==> src/rtl/sfm_tcdm_splitter.sv <==
// Wide-to-narrow TCDM splitter: fans one DW-bit request into MP word requests and realigns responses.
// Optional performance counters are enabled by defining SFM_TCDM_SPLIT_PERF_EN.

package sfm_pkg;
  localparam int unsigned DATA_W = 128;
endpackage

module sfm_tcdm_splitter
  import sfm_pkg::*;
#(
  parameter int unsigned DW         = DATA_W,
  parameter int unsigned MP         = DW / 32,
  parameter int unsigned RESP_DEPTH = 2
) (
  input  logic                 clk_i,
  input  logic                 rst_ni,
  // Upstream request: valid/ready style, up_gnt_o is the combinational ready.
  // Address/data must stay stable while up_req_i is high and up_gnt_o is low.
  input  logic                 up_req_i,
  output logic                 up_gnt_o,
  input  logic [31:0]          up_add_i,
  input  logic                 up_wen_i,
  input  logic [DW/8-1:0]      up_be_i,
  input  logic [DW-1:0]        up_data_i,
  output logic                 up_r_valid_o,
  input  logic                 up_r_ready_i,
  output logic [DW-1:0]        up_r_data_o,
  output logic [MP-1:0]        tcdm_req_o,
  input  logic [MP-1:0]        tcdm_gnt_i,
  output logic [MP-1:0][31:0]  tcdm_add_o,
  output logic [MP-1:0]        tcdm_wen_o,
  output logic [MP-1:0][3:0]   tcdm_be_o,
  output logic [MP-1:0][31:0]  tcdm_data_o,
  input  logic [MP-1:0]        tcdm_r_valid_i,
  input  logic [MP-1:0][31:0]  tcdm_r_data_i
`ifdef SFM_TCDM_SPLIT_PERF_EN
  ,
  output logic [31:0]          perf_stall_o,
  output logic [31:0]          perf_skew_o
`endif
);

  localparam int unsigned PW = (RESP_DEPTH > 1) ? $clog2(RESP_DEPTH) : 1;
  localparam int unsigned CW = $clog2(RESP_DEPTH + 1);

  logic [MP-1:0] done_q;
  logic [CW-1:0] out_cnt_q;
  logic          issue_en;
  logic          all_done;
  logic          rsp_hs;
  logic [MP-1:0] lane_gnt;
  logic [MP-1:0] lane_push;
  logic [MP-1:0] fifo_nempty;

  logic [31:0]   fifo_mem_q [MP][RESP_DEPTH];
  logic [PW-1:0] wptr_q     [MP];
  logic [PW-1:0] rptr_q     [MP];
  logic [CW-1:0] fcnt_q     [MP];
  // Grants per lane still waiting for their r_valid; responses with no
  // matching grant (e.g. in flight across a reset) are discarded.
  logic [CW-1:0] pend_q     [MP];

  function automatic logic [PW-1:0] ptr_inc(input logic [PW-1:0] p);
    return (p == PW'(RESP_DEPTH - 1)) ? '0 : p + PW'(1);
  endfunction

  assign issue_en = (out_cnt_q < CW'(RESP_DEPTH));

  always_comb begin
    tcdm_req_o  = '0;
    tcdm_add_o  = '0;
    tcdm_wen_o  = '0;
    tcdm_be_o   = '0;
    tcdm_data_o = '0;
    lane_gnt    = '0;
    lane_push   = '0;
    fifo_nempty = '0;
    up_r_data_o = '0;
    for (int ii = 0; ii < int'(MP); ii++) begin
      tcdm_req_o[ii]          = up_req_i & issue_en & ~done_q[ii];
      lane_gnt[ii]            = tcdm_req_o[ii] & tcdm_gnt_i[ii];
      tcdm_add_o[ii]          = up_add_i + 32'(4 * ii);
      tcdm_wen_o[ii]          = up_wen_i;
      tcdm_be_o[ii]           = up_be_i[4*ii +: 4];
      tcdm_data_o[ii]         = up_data_i[32*ii +: 32];
      lane_push[ii]           = tcdm_r_valid_i[ii] & (pend_q[ii] != '0);
      fifo_nempty[ii]         = (fcnt_q[ii] != '0);
      up_r_data_o[32*ii +: 32] = fifo_mem_q[ii][rptr_q[ii]];
    end
  end

  assign all_done     = &(done_q | lane_gnt);
  assign up_gnt_o     = up_req_i & issue_en & all_done;
  assign up_r_valid_o = &fifo_nempty;
  assign rsp_hs       = up_r_valid_o & up_r_ready_i;

  always_ff @(posedge clk_i) begin
    if (!rst_ni) begin
      done_q    <= '0;
      out_cnt_q <= '0;
      for (int ii = 0; ii < int'(MP); ii++) begin
        wptr_q[ii] <= '0;
        rptr_q[ii] <= '0;
        fcnt_q[ii] <= '0;
        pend_q[ii] <= '0;
      end
    end else begin
      done_q <= up_gnt_o ? '0 : (done_q | lane_gnt);

      if (up_gnt_o && !rsp_hs) begin
        out_cnt_q <= out_cnt_q + CW'(1);
      end else if (!up_gnt_o && rsp_hs) begin
        out_cnt_q <= out_cnt_q - CW'(1);
      end

      for (int ii = 0; ii < int'(MP); ii++) begin
        if (lane_push[ii]) begin
          fifo_mem_q[ii][wptr_q[ii]] <= tcdm_r_data_i[ii];
          wptr_q[ii]                 <= ptr_inc(wptr_q[ii]);
        end
        if (rsp_hs) begin
          rptr_q[ii] <= ptr_inc(rptr_q[ii]);
        end

        case ({lane_push[ii], rsp_hs})
          2'b10:   fcnt_q[ii] <= fcnt_q[ii] + CW'(1);
          2'b01:   fcnt_q[ii] <= fcnt_q[ii] - CW'(1);
          default: fcnt_q[ii] <= fcnt_q[ii];
        endcase

        case ({lane_gnt[ii], lane_push[ii]})
          2'b10:   pend_q[ii] <= pend_q[ii] + CW'(1);
          2'b01:   pend_q[ii] <= pend_q[ii] - CW'(1);
          default: pend_q[ii] <= pend_q[ii];
        endcase
      end
    end
  end

`ifdef SFM_TCDM_SPLIT_PERF_EN
  logic [31:0] perf_stall_q;
  logic [31:0] perf_skew_q;

  // Stall: blocked by the outstanding limit. Skew: some lanes granted, others still waiting.
  always_ff @(posedge clk_i) begin
    if (!rst_ni) begin
      perf_stall_q <= '0;
      perf_skew_q  <= '0;
    end else begin
      if (up_req_i && !issue_en) begin
        perf_stall_q <= perf_stall_q + 32'd1;
      end
      if (up_req_i && issue_en && (done_q != '0) && !up_gnt_o) begin
        perf_skew_q <= perf_skew_q + 32'd1;
      end
    end
  end

  assign perf_stall_o = perf_stall_q;
  assign perf_skew_o  = perf_skew_q;
`endif

endmodule

==> config.mk <==
export PLATFORM = sky130hd
export DESIGN_NAME = sfm_tcdm_splitter
export DESIGN_NICKNAME = d
export VERILOG_FILES = /design/src/rtl/sfm_tcdm_splitter.sv
export SDC_FILE = /design/constraint.sdc
export NUM_CORES = 1
export LEC_CHECK = 0
export ABC_AREA = 1
export CAP_MARGIN = 20
export CORE_AREA = 5 5 276 278
export DETAILED_ROUTE_END_ITERATION = 8
export DIE_AREA = 0 0 281 283
export HOLD_SLACK_MARGIN = 0.15
export PLACE_DENSITY = 0.5
export SLEW_MARGIN = 30
export SYNTH_ARGS = -nofsm -noshare
export SYNTH_HDL_FRONTEND = slang
export SYNTH_SLANG_ARGS = --single-unit
==> constraint.sdc <==
create_clock -name clk_i -period 4.9 [get_ports clk_i]
set_input_delay 0.735 -clock clk_i [delete_from_list [all_inputs] [get_ports clk_i]]
set_output_delay 0.735 -clock clk_i [all_outputs]
set_load 0.02 [all_outputs]
==> results_dict.tcl <==
set metrics [dict create \
    grt_overflow 0 \
    grt_pass1_wl_mm 83.9 \
    start_util_pct 19.5 \
    gp_congestion 0.921 \
    finalSetupViolCount 0 \
    critPathMaxFanout 10 \
    rsz0062_at_grt "false" \
    p_per_area_mw_per_mm2 352 \
    vias_per_cell 3.93 \
    cap_violations 0 \
    relSlewSlack_pct 44.0 \
    ctsHoldBuffers 0 \
    drc_errors 0 \
    critPathLaunchType "input pin" \
    fin_hold_ws_ns 0.477 \
    grt_pass1_vias 10500 \
    vias 10300 \
    fin_cells 2621 \
    crit_required_ns 4.16 \
    crit_chain "clkdlybuf4s50_1, inv_1, ha_1, nor2_2, nand2_1, inv_1, nand2_1, xor2_1, clkdlybuf4s50_1" \
    grt.met2_usage_pct 26.7 \
    clock-sinks 286 \
    clkLatencyLatePin_ns 0.60 \
    area_growth_syn_to_layout_pct 35.3 \
    status "finished clean" \
    whs_path_depth 2 \
    path_class "in2out" \
    clk_path_buf_depth 3 \
    rr_endpoint "fcnt_q[2][0]" \
    io_buffers 423 \
    synth_common_cells "461 x nand2_1, 274 x edfxtp_1, 191 x buf_4, 92 x inv_1, 49 x nor2_1" \
    dr.pass1.iters 5 \
    fin_crit_sh_pct 84.1 \
    async_reset_ff_share_pct 0 \
    critical_path.max_stage_delay_ns 0.68 \
    cp.arrival_ns 3.39 \
    syn_area_mm2 0.0144 \
    clk_pin_slew_ns 0.06 \
    rows 100 \
    post_drt_wl_per_cell_um 23.8 \
    crit_slowest_cell "clkdlybuf4s50_1" \
    hp-class "reg2reg" \
    ant_nets 0 \
    vdd_drop_max_mv 0.347 \
    crit_path_end_kind "output pin" \
    totalWireLength_mm 62.3 \
    dp_hpwl_mm 51.6 \
    synthTopCellsByArea "edfxtp_1 57%, nand2_1 12%, buf_4 10%, xor2_1 2.7%, mux2_2 2.5%" \
    syn_area_per_cell_um2 10.4 \
    dieArea_mm2 0.0795 \
    synth-edff-count 274 \
    tns_ns 0 \
    yosysMostFrequentCell "nand2_1" \
    grt_util_met1_pct 12.3 \
    layout-drive-gt1-share_pct 9.52 \
    antenna_found_initial 10 \
    yosysTopAreaCell "edfxtp_1" \
    r2r_start "fcnt_q[3][0]" \
    syn_inst 1382 \
    ys_seq_area_share_pct 58.8 \
    hold_start "out_cnt_q[1]" \
    ctsResizeCount 0 \
    die_y_um 283 \
    drtIter0Drc 424 \
    final-max-slew-violation-count 0 \
    boundaryPins 727 \
    postCtsSetupBuffers 0 \
    die_w_um 281 \
    layout.nets 1967 \
    synth_cell_types 28 \
    grt_usage_pct 14.7 \
    cts_made_buffers 30 \
    cts_tree "built" \
    busiest_layer "met2" \
    reg2reg_depth 10 \
    finalPower_mw 6.86 \
    min_to "out_cnt_q[1]" \
    grt_max_degree 35 \
    synth-main-ff-cell "edfxtp_1" \
    hold_viol 0 \
    skew_ns 0.0319 \
    root_buffer "clkbuf_16" \
    tightest_slew_ns 0.831 \
    ys_warn_count 0 \
    use_met3_pct 12.1 \
    ys_ff_latch 286 \
    synthesis.nets 1722 \
    period_minus_slack_ns 4.12 \
    reg2reg_slack_ns 2.24 \
    power_leakage_nw 7.39 \
    yosysTopAreaCellShare_pct 57.1 \
    htree_levels 1 \
    fmax_mhz 243 \
    dp_cells 2564 \
    coreArea_mm2 0.0737 \
]
## layout make-up
| class | count | area (µm²) |
|---|---|---|
| timing repair buffer | 441 | 4430 |
| fill | 7672 | 54200 |
| multi-input combinational | 771 | 4030 |
| inverter | 97 | 364 |
| tap | 969 | 1210 |
| sequential | 286 | 8470 |
| antenna | 3 | 7.51 |
| clock inverter | 19 | 210 |
| clock buffer | 35 | 769 |
## cell usage in the layout, fill, tap and decap left out, types with 5 or more instances in the layout
| master | instances |
|---|---|
| nand2_1 | 461 |
| clkdlybuf4s50_1 | 423 |
| edfxtp_1 | 274 |
| inv_1 | 91 |
| nor2_1 | 44 |
| xor2_1 | 44 |
| nand3_1 | 38 |
| mux2_2 | 32 |
| clkbuf_16 | 30 |
| ha_1 | 23 |
| o21ai_0 | 21 |
| nor2_2 | 20 |
| xnor2_1 | 15 |
| buf_4 | 15 |
| nor3_1 | 13 |
| nand2_2 | 11 |
| nor2_4 | 11 |
| dfxtp_1 | 11 |
| a21oi_1 | 9 |
| nand4_1 | 8 |
| inv_2 | 6 |
| o21bai_1 | 6 |
| nor3_2 | 5 |
| clkinv_2 | 5 |
| clkbuf_1 | 5 |
## cells by family after synthesis
family	count (synthesis)	share of synthesized area [%]
simple gates	620	18.2
compound gates	37	1.39
xor+xnor	59	3.59
fa+ha+maj	23	2.00
mux	32	2.50
flops	286	58.8
buf+inv	325	13.6
## sequential cells by signal, summed over array words and instances, names as in the netlist
signal	count
done_q	4
fcnt_q	8
fifo_mem_q	256
out_cnt_q	2
pend_q	8
rptr_q	4
wptr_q	4
## routing by layer
metal / up-vias / wire length (µm)
li1: 4807 / -
met1: 4768 / 17500
met2: 643 / 31500
met3: 65 / 12100
met4: 14 / 1020
met5: - / 215
## report_power, final
group / internal, mW / switching [mW] / total [mW]
sequential: 2.89 / 0.0526 / 2.95
combinational: 0.686 / 0.946 / 1.63
clock: 1.29 / 0.986 / 2.28
total: 4.87 / 1.99 / 6.86
## metrics by stage
stage / utilization, % / area, µm² / setup slack, ns
after floorplan: - / 14400 / 1.17
after global routing: 26.4 / 19500 / 0.636
after global placement: 25.0 / 18400 / 0.829
after detailed placement: 25.1 / 18500 / 0.757
after CTS: 26.4 / 19500 / 0.755
final: 26.4 / 19500 / 0.777
## worst max-delay path by stage
stage,endpoint,slack (ns),startpoint,cells past startpoint
2_1_floorplan,fifo_mem_q[2][32],1.17,rst_ni,3
3_3_place_gp,tcdm_add_o[112],0.83,up_add_i[2],9
3_5_place_dp,tcdm_add_o[112],0.76,up_add_i[2],9
4_1_cts,tcdm_add_o[112],0.75,up_add_i[2],9
5_1_grt,tcdm_add_o[44],0.64,up_add_i[2],8
6_report,tcdm_add_o[112],0.78,up_add_i[2],9
## critical path: cells and delay by family
family,cells,cell delay (ns)
fa+ha+maj,1,0.30
simple gates,3,0.55
buf+inv,4,1.63
xor+xnor,1,0.18
(Power assumes the default switching activity.)
